--- src/rtl/button_event_arbiter.sv ---
// button_event_arbiter
//   Synchronises and debounces NUM_BTN raw push buttons, turns each debounced
//   press into a press event plus hold auto-repeat events, and round-robin
//   schedules the pending events onto a single valid/ready channel.
//
// Ports
//   clk        : single clock, all logic on posedge
//   rst_n      : synchronous active-low reset
//   btn_raw    : asynchronous raw button levels, active high
//   evt_valid  : an event is offered
//   evt_ready  : consumer accepts the offered event
//   evt_id     : index of the button that produced the offered event
//   evt_repeat : 0 = initial press, 1 = auto-repeat
//   evt_drop   : one-cycle pulse, an event hit a button that was still pending
//   btn_level  : debounced button levels
//
// Output FSM
//   state | meaning
//   IDLE  | nothing offered; grant the next pending button if any
//   OFFER | event registered on evt_*; hold it until evt_ready
module button_event_arbiter #(
  parameter int NUM_BTN         = 4,
  parameter int ID_W            = 2,
  parameter int DEBOUNCE_CYCLES = 16,
  parameter int HOLD_CYCLES     = 64,
  parameter int REPEAT_CYCLES   = 16,
  parameter int CNT_W           = 8
) (
  input  logic               clk,
  input  logic               rst_n,
  input  logic [NUM_BTN-1:0] btn_raw,
  output logic               evt_valid,
  input  logic               evt_ready,
  output logic [ID_W-1:0]    evt_id,
  output logic               evt_repeat,
  output logic               evt_drop,
  output logic [NUM_BTN-1:0] btn_level
);

  localparam logic [CNT_W-1:0] DB_LAST     = CNT_W'(DEBOUNCE_CYCLES - 1);
  localparam logic [CNT_W-1:0] HOLD_LAST   = CNT_W'(HOLD_CYCLES - 1);
  localparam logic [CNT_W-1:0] HOLD_RELOAD = CNT_W'(HOLD_CYCLES - REPEAT_CYCLES);

  typedef enum logic {IDLE, OFFER} state_t;

  state_t             state;
  logic [NUM_BTN-1:0] s1, s2, db, dbD, repEvt;
  logic [CNT_W-1:0]   dbCnt   [NUM_BTN];
  logic [CNT_W-1:0]   holdCnt [NUM_BTN];
  logic [NUM_BTN-1:0] pend, rtype;
  logic [NUM_BTN-1:0] press, newEvt, dropVec, grant;
  logic [ID_W-1:0]    last, selIdx, cand;
  logic               anyPend, found;

  // Synchroniser, debounce and hold timers. repEvt is registered so a repeat
  // reaches the pending stage HOLD_CYCLES after the press does.
  always_ff @(posedge clk) begin
    if (!rst_n) begin
      s1     <= '0;
      s2     <= '0;
      db     <= '0;
      dbD    <= '0;
      repEvt <= '0;
      for (int i = 0; i < NUM_BTN; i++) begin
        dbCnt[i]   <= '0;
        holdCnt[i] <= '0;
      end
    end else begin
      s1  <= btn_raw;
      s2  <= s1;
      dbD <= db;
      for (int i = 0; i < NUM_BTN; i++) begin
        if (s2[i] == db[i]) begin
          dbCnt[i] <= '0;
        end else if (dbCnt[i] == DB_LAST) begin
          db[i]    <= s2[i];
          dbCnt[i] <= '0;
        end else begin
          dbCnt[i] <= dbCnt[i] + 1'b1;
        end

        repEvt[i] <= db[i] && (holdCnt[i] == HOLD_LAST);
        if (!db[i]) begin
          holdCnt[i] <= '0;
        end else if (holdCnt[i] == HOLD_LAST) begin
          holdCnt[i] <= HOLD_RELOAD;
        end else begin
          holdCnt[i] <= holdCnt[i] + 1'b1;
        end
      end
    end
  end

  assign press     = db & ~dbD;
  assign newEvt    = press | repEvt;
  assign dropVec   = newEvt & pend & ~grant;
  assign btn_level = db;
  assign anyPend   = |pend;

  // Round-robin pick: first pending index after last, wrapping around.
  always_comb begin
    selIdx = '0;
    cand   = '0;
    found  = 1'b0;
    for (int off = 1; off <= NUM_BTN; off++) begin
      cand = ID_W'((int'(last) + off) % NUM_BTN);
      if (!found && pend[cand]) begin
        selIdx = cand;
        found  = 1'b1;
      end
    end
  end

  always_comb begin
    grant = '0;
    if (state == IDLE && anyPend) grant[selIdx] = 1'b1;
  end

  // A new event beats a same-cycle grant clear; it only drops when the
  // button is still pending and not being granted.
  always_ff @(posedge clk) begin
    if (!rst_n) begin
      pend     <= '0;
      rtype    <= '0;
      evt_drop <= 1'b0;
    end else begin
      for (int i = 0; i < NUM_BTN; i++) begin
        if (newEvt[i] && !dropVec[i]) begin
          pend[i]  <= 1'b1;
          rtype[i] <= repEvt[i];
        end else if (grant[i]) begin
          pend[i] <= 1'b0;
        end
      end
      evt_drop <= |dropVec;
    end
  end

  always_ff @(posedge clk) begin
    if (!rst_n) begin
      state      <= IDLE;
      evt_valid  <= 1'b0;
      evt_id     <= '0;
      evt_repeat <= 1'b0;
      last       <= ID_W'(NUM_BTN - 1);
    end else begin
      case (state)
        IDLE: begin
          if (anyPend) begin
            evt_id     <= selIdx;
            evt_repeat <= rtype[selIdx];
            evt_valid  <= 1'b1;
            last       <= selIdx;
            state      <= OFFER;
          end
        end
        OFFER: begin
          if (evt_ready) begin
            evt_valid <= 1'b0;
            state     <= IDLE;
          end
        end
        default: state <= IDLE;
      endcase
    end
  end

endmodule

--- config.mk ---
export PLATFORM = sky130hd
export DESIGN_NAME = button_event_arbiter
export DESIGN_NICKNAME = d
export VERILOG_FILES = /design/src/rtl/button_event_arbiter.sv
export SDC_FILE = /design/constraint.sdc
export NUM_CORES = 1
export LEC_CHECK = 0
export ABC_AREA = 1
export BUFFER_PORTS_ARGS = -buffer_cell sky130_fd_sc_hd__buf_4
export CORE_ASPECT_RATIO = 2
export CORE_MARGIN = 3
export CORE_UTILIZATION = 40
export CTS_CLUSTER_DIAMETER = 50
export DETAILED_ROUTE_END_ITERATION = 10
export GPL_ROUTABILITY_DRIVEN = 1
export PLACE_DENSITY_LB_ADDON = 0.1
export SLEW_MARGIN = 30
export SYNTH_ARGS = -nofsm -noshare
export SYNTH_HDL_FRONTEND = slang
export SYNTH_SLANG_ARGS = --single-unit
--- constraint.sdc ---
create_clock -name clk -period 4.6 [get_ports clk]
set_clock_uncertainty 0.05 [all_clocks]
set_input_delay 0.23 -clock clk [delete_from_list [all_inputs] [get_ports clk]]
set_output_delay 0.23 -clock clk [all_outputs]
set_load 0.01 [all_outputs]
==> results_tabular.tex, run 1 <==
\begin{tabular}{lr}
\hline
Metric & Value \\
\hline
\multicolumn{2}{l}{\textbf{Yosys}} \\
Syn Inst Count & $\sim$530 \\
Multiplexer share of the synthesized area & 0 \\
Synthesis-stage register bit count & 100 \\
Area share of the largest cell type after synthesis & 0.401 \\
Commonest cells in the netlist & sky130\_fd\_sc\_hd\_\_nand2\_1 (90), sky130\_fd\_sc\_hd\_\_nor2\_1 (75), sky130\_fd\_sc\_hd\_\_inv\_1 (73) \\
Share of the synthesized netlist area taken by xor and xnor gates & 0.0311 \\
Dominant cell by count in the synthesized netlist & sky130\_fd\_sc\_hd\_\_nand2\_1 \\
Number of enable flip-flop cells after synthesis & 64 \\
Number of warnings reported in the yosys synthesis log & 0 \\
Sequential cell area fraction in the yosys report & 0.552 \\
Most area-consuming cells after synthesis & sky130\_fd\_sc\_hd\_\_edfxtp\_1 (40\%), sky130\_fd\_sc\_hd\_\_dfxtp\_1 (15\%), sky130\_fd\_sc\_hd\_\_nand2\_1 (7.1\%), sky130\_fd\_sc\_hd\_\_nor2\_1 (5.9\%), sky130\_fd\_sc\_hd\_\_inv\_1 (5.7\%) \\
Number of unique standard cell types used by synthesis & 35 \\
Cell accounting for the most synthesized area & sky130\_fd\_sc\_hd\_\_edfxtp\_1 \\
Predominant post-synthesis flop cell & sky130\_fd\_sc\_hd\_\_edfxtp\_1 \\
Adder and majority cell fraction of the synthesized area & 0.0209 \\
Synthesized cell area & around 4800 um2 \\
Compound-gate portion of the synthesized area & 0.0872 \\
Average cell area after synthesis & $\sim$9 um2 \\
Proportion of synthesized flip-flops having asynchronous set or reset & 0 \\
Simple-gate area share of the yosys netlist & 0.241 \\
Largest family of logic cells by synthesized area & simple AND/OR/NAND/NOR gates \\
\multicolumn{2}{l}{\textbf{Floorplanning}} \\
Area of the die & approximately 13000 um2 \\
Vertical die dimension & $\sim$160 um \\
Initial cell density of the core & 0.409 \\
Number of primary I/O pins & 16 \\
Die outline width & 83.4 um \\
Number of rows in the core area & 56 \\
Placeable core area & between 10000 and 15000 um2 \\
\multicolumn{2}{l}{\textbf{Drt}} \\
Detailed-route vias per instance & between 4 and 5 \\
Wire length reported by the detailed router & roughly 8.3 mm \\
Vias post-DR & 3582 \\
Number of iterations in the first detailed-routing pass & 4 \\
DRC marker count from the first detailed-route iteration & $\sim$170 \\
Antenna-violating nets left & 0 \\
Average wire length per cell after detail routing & roughly 11 um \\
Post-route DRC violation count & 0 \\
\multicolumn{2}{l}{\textbf{Clock tree}} \\
Resized Gates After CTS & 0 \\
Clock tree from TritonCTS & built \\
CTS Hold Buffers Added & 0 \\
Library cell used as clock root buffer & sky130\_fd\_sc\_hd\_\_clkbuf\_16 \\
Post-CTS setup-driven buffer insertion count & 0 \\
\# clock sinks & 100 \\
Number of buffers inserted during clock tree synthesis & 9 \\
Maximum level of the CTS H-tree & 3 \\
Max clock buf depth & 2 \\
Clock network latency to the later pin of the worst-skew pair & between 0.3 and 0.4 ns \\
Clock-pin transition on the worst setup and hold timing paths & approximately 0.070 ns \\
\multicolumn{2}{l}{\textbf{Global route}} \\
First-pass GRT wire length & approximately 15 mm \\
Total congestion overflow after global routing & 0 \\
Antenna violations before repair & 0 \\
Total GRT Usage & 0.135 \\
Via count of the first global-routing pass & $\sim$3500 \\
Largest net degree at the start of global routing & 24 \\
\multicolumn{2}{l}{\textbf{Placed design}} \\
GPL Wtd Cong & 0.829 \\
Area of placed instances & between 5000 and 6000 um2 \\
Final HPWL from detailed placement & roughly 6.4 mm \\
Count of buffers inserted at the top-level ports & 15 \\
\multicolumn{2}{l}{\textbf{Worst setup path}} \\
Startpoint-to-endpoint class of the critical path & flop to flop \\
Cell type group with the largest total delay on the critical path & simple AND/OR/NAND/NOR gates \\
Cell with the biggest individual delay on the critical path & sky130\_fd\_sc\_hd\_\_dfxtp\_1 \\
Most frequent cell on the critical path & sky130\_fd\_sc\_hd\_\_nand2\_1 \\
List of cells traversed by the critical path & inv\_2, nand2\_1, nand2\_2, nand2\_2, inv\_1, a31oi\_1, nand2\_1, nor2\_2, nand3\_2, nand3\_1, nand2\_1, nor2\_1, nor2\_1 \\
Worst Setup Start Kind & flop \\
Worst flop-to-flop path startpoint & last[0] \\
Number of cells traversed by the worst register-to-register path & 13 \\
WP data required & $\sim$4.8 ns \\
CP Data Arrival Time & between 2 and 2.5 ns \\
Reg2Reg Setup Slack & between 2 and 2.5 ns \\
Crit Reg-Reg Endpoint & evt\_drop \\
Crit Path Max Fanout & 11 \\
Category of the worst setup path capture point & flop \\
Crit-path max cell delay & around 0.59 ns \\
Worst path bufs/invs & 2 \\
\multicolumn{2}{l}{\textbf{Final layout}} \\
Biggest registers after layout & dbCnt x32, holdCnt x32 \\
Layout overhead on the synthesized area & 16.4\% \\
Share of cells above drive strength 1 & 0.0921 \\
Post-layout nets & around 630 \\
Fill cell count & $\sim$1200 \\
Area of all placed cells without fillers & $\sim$5600 um2 \\
Diodes inserted & 0 \\
\multicolumn{2}{l}{\textbf{STA}} \\
Endpoints failing hold & 0 \\
Max Transition Viols Final & 0 \\
Slew Limit Headroom & 0.405 \\
Worst Tran Pin Value & approximately 0.89 ns \\
TNS Setup & 0 ns \\
Portion of the clock cycle consumed by the worst path in the final layout & 0.477 \\
Unrepaired setup endpoints after global routing & no \\
Fmax & around 0.46 GHz \\
Count of endpoints failing setup in the final report & 0 \\
Final worst path period need & 2.19 ns \\
\multicolumn{2}{l}{\textbf{Pwr}} \\
Cell area power density & roughly 320 nW/um2 \\
Proportion of power drawn by flip-flops and latches & 0.553 \\
Internal portion of total power & between 1 and 1.5 mW \\
Reported leakage power & 2.33 nW \\
Sw power & 0.382 mW \\
Switching power as a share of total power & 0.212 \\
Clock power share & 0.413 \\
Maximum vdd ir drop & roughly 240 uV \\
Comb power frac & 0.034 \\
\multicolumn{2}{l}{\textbf{Run status}} \\
Outcome & completed \\
\multicolumn{2}{l}{\textbf{Min path}} \\
Worst hold path class & primary input to flop \\
Worst Hold Launch & btn\_raw[1] \\
Worst hold endpoint & s1[1] \\
Hold Path Cell Cnt & 3 \\
\multicolumn{2}{l}{\textbf{Run}} \\
Maximum Capacitance Violations & 0 \\
\hline
\end{tabular}
==> placed cells by master, fill, tap and decap left out, drive strengths merged <==
cell,synthesis,routed
nand3b,1,1
nor4,6,6
dfxtp,36,36
o21a,1,1
ha,8,8
nand2,105,105
and3,2,2
clkinv,0,2
nor3b,15,15
o21ai,18,18
clkbuf,3,10
xor2,11,11
conb,1,64
edfxtp,64,64
a31oi,2,2
nand3,29,29
a211oi,1,1
xnor2,6,6
inv,75,76
bufinv,0,1
buf,3,15
clkinvlp,0,2
o211ai,5,5
nor2,77,77
o21bai,5,5
nand4,10,10
a21oi,42,42
nor3,5,5
==> kinds of logic after synthesis <==
logic type / Yosys count
other: 1
flip-flops: 100
AND/OR/NAND/NOR: 250
adder cells (fa/ha/maj): 8
AO/OA/AOI/OAI: 74
buffers and inverters: 81
XOR/XNOR: 17
==> how the worst max path moves through the flow <==
stage                      from  slack, ns  depth (start not counted)          end
floorplan           dbCnt[3][0]       2.88                          9  dbCnt[3][5]
global placement        pend[3]       2.46                          7     evt_drop
detailed placement      pend[3]       2.45                          7     rtype[0]
CTS                     last[0]       2.44                         13     evt_drop
global route            last[0]       2.21                         13     evt_drop
finish                  last[0]       2.41                         13     evt_drop
==> worst reg2reg max path, stage by stage, from the launching register on <==
cell and delay [ns]:
sky130_fd_sc_hd__dfxtp_1 0.59, sky130_fd_sc_hd__inv_2 0.15, sky130_fd_sc_hd__nand2_1 0.12, sky130_fd_sc_hd__nand2_2 0.06, sky130_fd_sc_hd__nand2_2 0.10, sky130_fd_sc_hd__inv_1 0.04, sky130_fd_sc_hd__a31oi_1 0.20, sky130_fd_sc_hd__nand2_1 0.09
sky130_fd_sc_hd__nor2_2 0.22, sky130_fd_sc_hd__nand3_2 0.12, sky130_fd_sc_hd__nand3_1 0.13, sky130_fd_sc_hd__nand2_1 0.06, sky130_fd_sc_hd__nor2_1 0.09, sky130_fd_sc_hd__nor2_1 0.04
==> layout make-up <==
class                           count  area [um2]  share of cell area
Sequential cell                   100        2640               0.474
Multi-Input combinational cell    413        2060               0.370
Inverter                           75         284              0.0509
Clock buffer                       10         229              0.0411
Tap cell                          145         181              0.0325
Timing Repair Buffer               15         113              0.0202
Clock inverter                      6        63.8              0.0114
==> power groups by stage <==
stage	registers [mW]	logic, mW	clock network, mW
2_1_floorplan	1.01	0.0477	0
3_3_place_gp	1.02	0.0596	0
3_5_place_dp	1.02	0.0601	0
4_1_cts	0.998	0.0604	0.778
5_1_grt	1.00	0.0731	0.807
6_report	0.998	0.0609	0.745
==> stage by stage <==
stage,worst slack [ns],std cells,total power [mW],hold WS (ns),utilization
after detailed placement,2.45,748,1.08,0.351,0.451
after global routing,2.21,764,1.88,0.0300,0.476
after floorplan,2.88,594,1.06,0.278,-
final,2.41,764,1.80,0.0190,0.476
after global placement,2.46,748,1.08,0.344,0.451
after CTS,2.44,764,1.84,0.00470,0.476
==> per-layer routing <==
| layer | wire, um | share of wire | global-route usage | vias up |
|---|---|---|---|---|
| li1 | - | - | - | 1875 |
| met1 | 3300 | 0.40 | 0.135 | 1660 |
| met2 | 4610 | 0.56 | 0.261 | 34 |
| met3 | 219 | 0.026 | 0.0313 | 13 |
| met4 | 167 | 0.020 | 0.0573 | 0 |
| met5 | 0 | 0 | 0 | - |
(Power assumes the default switching activity.)
==> run 2, diff against run 1 <==
- clock period: 4.6 -> 1.77 ns (I/O delays scaled with it)
==> run 2 against run 1 <==
The run now ends with negative setup slack left. Power grew to 2.6 times the previous value. Final cell count grew 5.9%. First-iteration DRC count shrank 29%. Setup slack lost 2.5 ns. Register-to-register slack lost 2.5 ns. Fmax grew 20%. Critical path depth shrank 1. Die area is the same. Combinational power grew to 3.5 times the previous value. Sequential power grew to 2.6 times the previous value. Largest power group unchanged.
==> results_tabular.tex, run 2 (synthesis gave the netlist of run 1 again) <==
\begin{tabular}{lr}
\hline
Metric & Value \\
\hline
\multicolumn{2}{l}{\textbf{Run status}} \\
Outcome & finished, violations left \\
Violations in the final reports & negative setup slack \\
\multicolumn{2}{l}{\textbf{STA}} \\
Count of endpoints failing setup in the final report & 7 (+7) \\
Unrepaired setup endpoints after global routing & yes \\
PnR worst setup slack & -0.0629 ns (-2.47 ns) \\
Portion of the clock cycle consumed by the worst path in the final layout & 1.04 (+0.559) \\
Fmax & 0.546 GHz (+20\%) \\
Max Transition Viols Final & 0 (unchanged) \\
Endpoints failing hold & 0 (unchanged) \\
Final worst path period need & 1.83 ns (-0.361 ns) \\
\multicolumn{2}{l}{\textbf{Pwr}} \\
Maximum vdd ir drop & 543 uV (+120\%) \\
Reported leakage power & 2.62 nW (+12\%) \\
Cell area power density & 739 nW/um2 (+130\%) \\
\multicolumn{2}{l}{\textbf{Placed design}} \\
Place WS & -0.0565 ns (-2.51 ns) \\
Count of buffers inserted at the top-level ports & 15 (unchanged) \\
Final HPWL from detailed placement & 6.65 mm (+3.8\%) \\
GPL Wtd Cong & 0.813 (-2.0\%) \\
\multicolumn{2}{l}{\textbf{Final layout}} \\
Share of cells above drive strength 1 & 0.241 (+0.149) \\
Biggest registers after layout & dbCnt x32, holdCnt x32 \\
Fill cell count & 1065 (-8.6\%) \\
Post-route core utilization & 0.538 (+0.0613) \\
Diodes inserted & 0 (unchanged) \\
Most frequent standard cell in the layout excluding fill and tap cells & sky130\_fd\_sc\_hd\_\_inv\_1 \\
Post-layout nets & 674 (+7.2\%) \\
Commonest cells after routing, fill and taps aside & sky130\_fd\_sc\_hd\_\_inv\_1 (71), sky130\_fd\_sc\_hd\_\_nand2\_1 (67), sky130\_fd\_sc\_hd\_\_edfxtp\_1 (64), sky130\_fd\_sc\_hd\_\_conb\_1 (64), sky130\_fd\_sc\_hd\_\_nor2\_1 (60) \\
Layout overhead on the synthesized area & 31.3\% \\
\multicolumn{2}{l}{\textbf{Drt}} \\
Wire length reported by the detailed router & 9.15 mm (+10\%) \\
Detailed-route vias per instance & 4.69 (about the same) \\
Post-route DRC violation count & 0 (unchanged) \\
Vias post-DR & 3794 (+5.9\%) \\
Average wire length per cell after detail routing & 11.3 um (+4.1\%) \\
DRC marker count from the first detailed-route iteration & 122 (-29\%) \\
Number of iterations in the first detailed-routing pass & 4 (unchanged) \\
Antenna-violating nets left & 0 (unchanged) \\
\multicolumn{2}{l}{\textbf{Floorplanning}} \\
Placeable core area & 11700 um2 (unchanged) \\
Area of the die & 13400 um2 (unchanged) \\
Vertical die dimension & 161 um (unchanged) \\
Initial cell density of the core & 0.409 (unchanged) \\
Die outline width & 83.4 um (unchanged) \\
Number of primary I/O pins & 16 (unchanged) \\
Number of rows in the core area & 56 (unchanged) \\
\multicolumn{2}{l}{\textbf{Worst setup path}} \\
Crit-path max cell delay & 0.45 ns (-0.14 ns) \\
WP data required & 1.95 ns (-2.81 ns) \\
Cell with the biggest individual delay on the critical path & sky130\_fd\_sc\_hd\_\_dfxtp\_1 \\
Startpoint-to-endpoint class of the critical path & flop to flop \\
Worst Setup Start Kind & flop \\
Crit Path Max Fanout & 5 (-6) \\
Number of cells traversed by the worst register-to-register path & 12 (-1) \\
CP Data Arrival Time & 2.01 ns (-0.34 ns) \\
Cell type group with the largest total delay on the critical path & simple AND/OR/NAND/NOR gates \\
Logic depth of the worst setup path including buffers & 12 (-1) \\
Worst path bufs/invs & 1 (-1) \\
Category of the worst setup path capture point & flop \\
List of cells traversed by the critical path & buf\_4, nand2\_1, nand3\_1, nand2\_2, nand4\_1, nand2\_2, nor2\_4, nand3\_4, nand3\_2, nand2\_1, nor2\_1, nor2\_1 \\
\multicolumn{2}{l}{\textbf{Global route}} \\
First-pass GRT wire length & 15.4 mm (+4.5\%) \\
Via count of the first global-routing pass & 3637 (+5.1\%) \\
Antenna violations before repair & 0 (unchanged) \\
Total congestion overflow after global routing & 0 (unchanged) \\
Largest net degree at the start of global routing & 24 (unchanged) \\
Total GRT Usage & 0.141 (+0.00580) \\
\multicolumn{2}{l}{\textbf{Clock tree}} \\
\# clock sinks & 100 (unchanged) \\
Max clock buf depth & 2 (unchanged) \\
Clock network latency to the later pin of the worst-skew pair & 0.34 ns (about the same) \\
Clock tree from TritonCTS & built \\
Clock-pin transition on the worst setup and hold timing paths & 0.07 ns (about the same) \\
Maximum level of the CTS H-tree & 3 (unchanged) \\
Library cell used as clock root buffer & sky130\_fd\_sc\_hd\_\_clkbuf\_16 \\
Number of buffers inserted during clock tree synthesis & 9 (unchanged) \\
\multicolumn{2}{l}{\textbf{Min path}} \\
Worst hold path class & primary input to flop \\
Hold Path Cell Cnt & 2 (-1) \\
\multicolumn{2}{l}{\textbf{Run}} \\
Maximum Capacitance Violations & 0 (unchanged) \\
\hline
\end{tabular}
==> run 2: changes by cell type in the layout (fill, tap and decap cells not counted), sizes merged <==
cell,change
clkinvlp,-2
buf,+40
inv,-1
clkbuf,+4
bufinv,-1
dlygate4sd3,+5
==> run 2: layout make-up <==
type,instances,area (um2),area share
Timing Repair Buffer,60,478,0.0760
Tap cell,145,181,0.0288
Multi-Input combinational cell,413,2420,0.385
Clock inverter,2,10.0,0.00159
Inverter,75,287,0.0455
Sequential cell,100,2650,0.421
Clock buffer,14,265,0.0422
==> run 2: what timing repair did <==
action                                  in CTS  in global routing
pin swaps                                    4                 12
endpoints found under the hold margin        5                  0
hold buffers                                 5                  0
gates resized for setup                     10                 94
endpoints found under the setup margin      26                 62
cloned                                       0                  0
setup buffers                                0                 11
==> run 2: worst paths after layout <==
kind / end / from / slack, ns
min reg2reg: s2[1] / s1[1] / 0.36
max: evt_drop / pend[0] / -0.06
min: last[1] / rst_n / 0.05
max reg2reg: evt_drop / pend[0] / -0.06
==> run 2: per-layer routing <==
metal | track usage | share of wire
met1 | 0.141 | 0.38
met5 | 0 | 0
met4 | 0.0640 | 0.018
met3 | 0.0298 | 0.026
met2 | 0.271 | 0.57
==> run 2: where the power goes <==
group	switching (mW)	total, mW	leakage (nW)	internal [mW]
combinational	0.128	0.214	1.53	0.0854
clock	0.805	1.84	0.136	1.04
sequential	0.0508	2.60	0.953	2.54
total	0.983	4.65	2.62	3.67
==> run 2: through the flow <==
stage	TNS (ns)	std cells	area [um2]	total power, mW	hold slack [ns]
2_1_floorplan	0	594	5030	2.76	0.136
3_3_place_gp	-0.00403	777	5500	2.81	0.222
3_5_place_dp	-0.461	777	5500	2.82	0.223
4_1_cts	0	798	5850	4.69	0.0418
5_1_grt	-2.11	809	6290	4.85	0.0656
6_report	-0.162	809	6290	4.65	0.0487
==> run 3, diff against run 2 <==
- ABC_AREA: 1 -> not set
==> run 3 against run 2 <==
The flow now finishes without violations. Die area decreased by 6.3%. Fmax rose by 6.3%. Sequential power is essentially flat. Clock power is essentially flat. Sequential share of layout area increased by 6.1 points. Count of clock-buffer cells in the layout fell by 2. Register-to-register slack improved by 0.11 ns. Power decreased by 1.9%. Wire length decreased by 17%. Sequential cell count unchanged. Non-clock buffer count down 26. Critical path type unchanged.
==> results_tabular.tex, run 3 <==
\begin{tabular}{lr}
\hline
Metric & Value \\
\hline
\multicolumn{2}{l}{\textbf{Drt}} \\
Post-route DRC violation count & 0 (unchanged) \\
DRC marker count from the first detailed-route iteration & 107 (-12\%) \\
Number of iterations in the first detailed-routing pass & 4 (unchanged) \\
Average wire length per cell after detail routing & 11.5 um (+2.1\%) \\
Wire length reported by the detailed router & 7.57 mm (-17\%) \\
Detailed-route vias per instance & 4.61 (-1.8\%) \\
Antenna-violating nets left & 0 (unchanged) \\
Vias post-DR & 3021 (-20\%) \\
\multicolumn{2}{l}{\textbf{Final layout}} \\
Layout overhead on the synthesized area & 22.8\% \\
Commonest cells after routing, fill and taps aside & sky130\_fd\_sc\_hd\_\_edfxtp\_1 (64), sky130\_fd\_sc\_hd\_\_conb\_1 (64), sky130\_fd\_sc\_hd\_\_nor2\_1 (61) \\
Fill cell count & 1075 (+0.94\%) \\
Biggest registers after layout & dbCnt x32, holdCnt x32 \\
Area of all placed cells without fillers & 5500 um2 (-13\%) \\
Total area of sequential cells & 2650 um2 (unchanged) \\
Diodes inserted & 0 (unchanged) \\
Total area of multi-input combinational cells & 2080 um2 (-14\%) \\
Share of cells above drive strength 1 & 0.128 (-0.113) \\
Post-route core utilization & 0.502 (-0.0356) \\
Post-layout nets & 526 (-22\%) \\
\multicolumn{2}{l}{\textbf{Yosys}} \\
Number of warnings reported in the yosys synthesis log & 0 (unchanged) \\
Most area-consuming cells after synthesis & sky130\_fd\_sc\_hd\_\_edfxtp\_1 (43\%), sky130\_fd\_sc\_hd\_\_dfxtp\_1 (16\%), sky130\_fd\_sc\_hd\_\_xor2\_1 (6.7\%), sky130\_fd\_sc\_hd\_\_nor2\_1 (5.1\%), sky130\_fd\_sc\_hd\_\_nand3\_1 (4.1\%) \\
Synthesis-stage register bit count & 100 (unchanged) \\
Dominant cell by count in the synthesized netlist & sky130\_fd\_sc\_hd\_\_edfxtp\_1 \\
Number of unique standard cell types used by synthesis & 35 (unchanged) \\
Sequential cell area fraction in the yosys report & 0.591 (+0.0390) \\
Number of enable flip-flop cells after synthesis & 64 (unchanged) \\
Synthesized cell area & 4470 um2 (-6.6\%) \\
Average cell area after synthesis & 11.0 um2 (+22\%) \\
Proportion of synthesized flip-flops having asynchronous set or reset & 0 (unchanged) \\
Area share of the largest cell type after synthesis & 0.430 (+0.0284) \\
Cell accounting for the most synthesized area & sky130\_fd\_sc\_hd\_\_edfxtp\_1 \\
Commonest cells in the netlist & sky130\_fd\_sc\_hd\_\_edfxtp\_1 (64), sky130\_fd\_sc\_hd\_\_nor2\_1 (61), sky130\_fd\_sc\_hd\_\_nand3\_1 (37) \\
Syn Inst Count & 407 (-23\%) \\
Predominant post-synthesis flop cell & sky130\_fd\_sc\_hd\_\_edfxtp\_1 \\
\multicolumn{2}{l}{\textbf{STA}} \\
Count of endpoints failing setup in the final report & 0 (-7) \\
Portion of the clock cycle consumed by the worst path in the final layout & 0.974 (-0.0615) \\
TNS Setup & 0 ns (+0.162 ns) \\
Endpoints failing hold & 0 (unchanged) \\
Max Transition Viols Final & 0 (unchanged) \\
Unrepaired setup endpoints after global routing & yes \\
Fmax & 0.580 GHz (+6.3\%) \\
Final worst path period need & 1.72 ns (-0.109 ns) \\
\multicolumn{2}{l}{\textbf{Clock tree}} \\
Clock tree from TritonCTS & built \\
Library cell used as clock root buffer & sky130\_fd\_sc\_hd\_\_clkbuf\_16 \\
Clock network latency to the later pin of the worst-skew pair & 0.34 ns (about the same) \\
Number of buffers inserted during clock tree synthesis & 9 (unchanged) \\
Max clock buf depth & 2 (unchanged) \\
\# clock sinks & 100 (unchanged) \\
Maximum level of the CTS H-tree & 3 (unchanged) \\
Clock-pin transition on the worst setup and hold timing paths & 0.06 ns (about the same) \\
\multicolumn{2}{l}{\textbf{Pwr}} \\
Internal portion of total power & 3.61 mW (-1.5\%) \\
Total design power & 4.56 mW (-1.9\%) \\
Clock power share & 0.396 (about the same) \\
Comb power frac & 0.036 (-0.010) \\
Cell area power density & 830 nW/um2 (+12\%) \\
Reported leakage power & 2.17 nW (-17\%) \\
Proportion of power drawn by flip-flops and latches & 0.569 (+0.011) \\
Sw power & 0.953 mW (-3.1\%) \\
Switching power as a share of total power & 0.209 (-0.00264) \\
Maximum vdd ir drop & 534 uV (-1.6\%) \\
\multicolumn{2}{l}{\textbf{Global route}} \\
Largest net degree at the start of global routing & 29 (+21\%) \\
Antenna violations before repair & 0 (unchanged) \\
First-pass GRT wire length & 13.1 mm (-15\%) \\
Total congestion overflow after global routing & 0 (unchanged) \\
Total GRT Usage & 0.132 (-0.00870) \\
Via count of the first global-routing pass & 3029 (-17\%) \\
\multicolumn{2}{l}{\textbf{Placed design}} \\
Final HPWL from detailed placement & 5.53 mm (-17\%) \\
Area of placed instances & 5060 um2 (-8.0\%) \\
GPL Wtd Cong & 0.742 (-8.7\%) \\
Count of buffers inserted at the top-level ports & 15 (unchanged) \\
\multicolumn{2}{l}{\textbf{Worst setup path}} \\
Worst Setup Start Kind & flop \\
WP data required & 1.81 ns (-0.14 ns) \\
Cell with the biggest individual delay on the critical path & sky130\_fd\_sc\_hd\_\_or3\_4 \\
CP Data Arrival Time & 1.76 ns (-0.25 ns) \\
Crit-path max cell delay & 0.37 ns (-0.08 ns) \\
Crit Path Max Fanout & 5 (unchanged) \\
List of cells traversed by the critical path & ha\_1, and3\_4, nand3\_1, or3\_4, and3\_1 \\
Startpoint-to-endpoint class of the critical path & flop to flop \\
Category of the worst setup path capture point & flop \\
\multicolumn{2}{l}{\textbf{Run status}} \\
Outcome & completed \\
\multicolumn{2}{l}{\textbf{Floorplanning}} \\
Vertical die dimension & 156 um (-3.2\%) \\
Area of the die & 12600 um2 (-6.3\%) \\
Number of primary I/O pins & 16 (unchanged) \\
Number of rows in the core area & 54 (-3.6\%) \\
Initial cell density of the core & 0.409 (-0.000652) \\
Die outline width & 80.8 um (-3.1\%) \\
Placeable core area & 10900 um2 (-6.5\%) \\
\multicolumn{2}{l}{\textbf{Min path}} \\
Worst hold path class & primary input to flop \\
\multicolumn{2}{l}{\textbf{Run}} \\
Maximum Capacitance Violations & 0 (unchanged) \\
\hline
\end{tabular}
[run 3: cell types whose count changed in the layout (fill, tap and decap cells not counted), sizes merged, moves of 16 or more]
cell | before | now
buf | 55 | 29
a21oi | 42 | 15
nor2 | 77 | 61
nand2 | 105 | 26
xor2 | 11 | 34
inv | 75 | 14
[run 3: layout make-up]
cell class,count,area share
flip-flops and latches,100,0.482
multi-input cells,353,0.379
repair buffers,34,0.0487
clock buffers,12,0.0448
well taps,140,0.0319
inverters,13,0.00888
clock inverters,4,0.00478
[run 3: worst paths after layout]
path | start | end | slack [ns] | cells past startpoint
max | holdCnt[3][1] | holdCnt[3][1] | 0.05 | 5
min | rst_n | rtype[1] | 0.11 | 2
max reg2reg | holdCnt[3][1] | holdCnt[3][1] | 0.05 | 5
min reg2reg | s1[1] | s2[1] | 0.39 | 1
[run 3: cell families (layout without fill, tap and decap cells)]
kind of cell	count (synthesis)	count (layout)	synth area share
XOR/XNOR	52	52	0.102
other	1	64	0.000838
buffers and inverters	17	63	0.0143
flip-flops	100	100	0.591
adder cells (fa/ha/maj)	8	8	0.0224
AND/OR/NAND/NOR	180	180	0.195
AO/OA/AOI/OAI	44	44	0.0638
multiplexers	5	5	0.0112
[run 3: timing repair]
action / 4_1_cts / 5_1_grt
endpoints found under the setup margin: 0 / 31
setup buffers: 0 / 4
hold buffers: 5 / 0
endpoints found under the hold margin: 5 / 0
resized for setup: 0 / 21
[run 3: per-stage QoR]
| step | hold slack [ns] | worst slack [ns] | cells |
|---|---|---|---|
| 6_report | 0.108 | 0.0460 | 656 |
| 3_3_place_gp | 0.246 | 0.0599 | 631 |
| 3_5_place_dp | 0.255 | 0.0234 | 631 |
| 5_1_grt | 0.124 | -0.00701 | 656 |
| 2_1_floorplan | 0.166 | 0.0894 | 470 |
| 4_1_cts | 0.0969 | 0.00127 | 652 |
[run 3: routing by layer]
layer,track usage,part of all wire,vias up
met5,0,0,-
met3,0.0295,0.029,16
li1,-,-,1572
met2,0.234,0.54,25
met1,0.144,0.41,1408
met4,0.0677,0.026,0
[run 3: worst max-delay path: cells and delay by family (launching register included)]
| family | cells | cell delay (ns) |
|---|---|---|
| and+or+nand+nor | 4 | 0.87 |
| DFF | 1 | 0.36 |
| adders and majority gates | 1 | 0.20 |
[run 3: power by group through the flow]
| stage | clock [mW] | sequential, mW | combinational (mW) |
|---|---|---|---|
| 6_report | 1.81 | 2.60 | 0.163 |
| 4_1_cts | 1.88 | 2.60 | 0.156 |
| 5_1_grt | 1.95 | 2.60 | 0.190 |
| 3_3_place_gp | 0 | 2.65 | 0.145 |
| 3_5_place_dp | 0 | 2.65 | 0.145 |
| 2_1_floorplan | 0 | 2.64 | 0.107 |
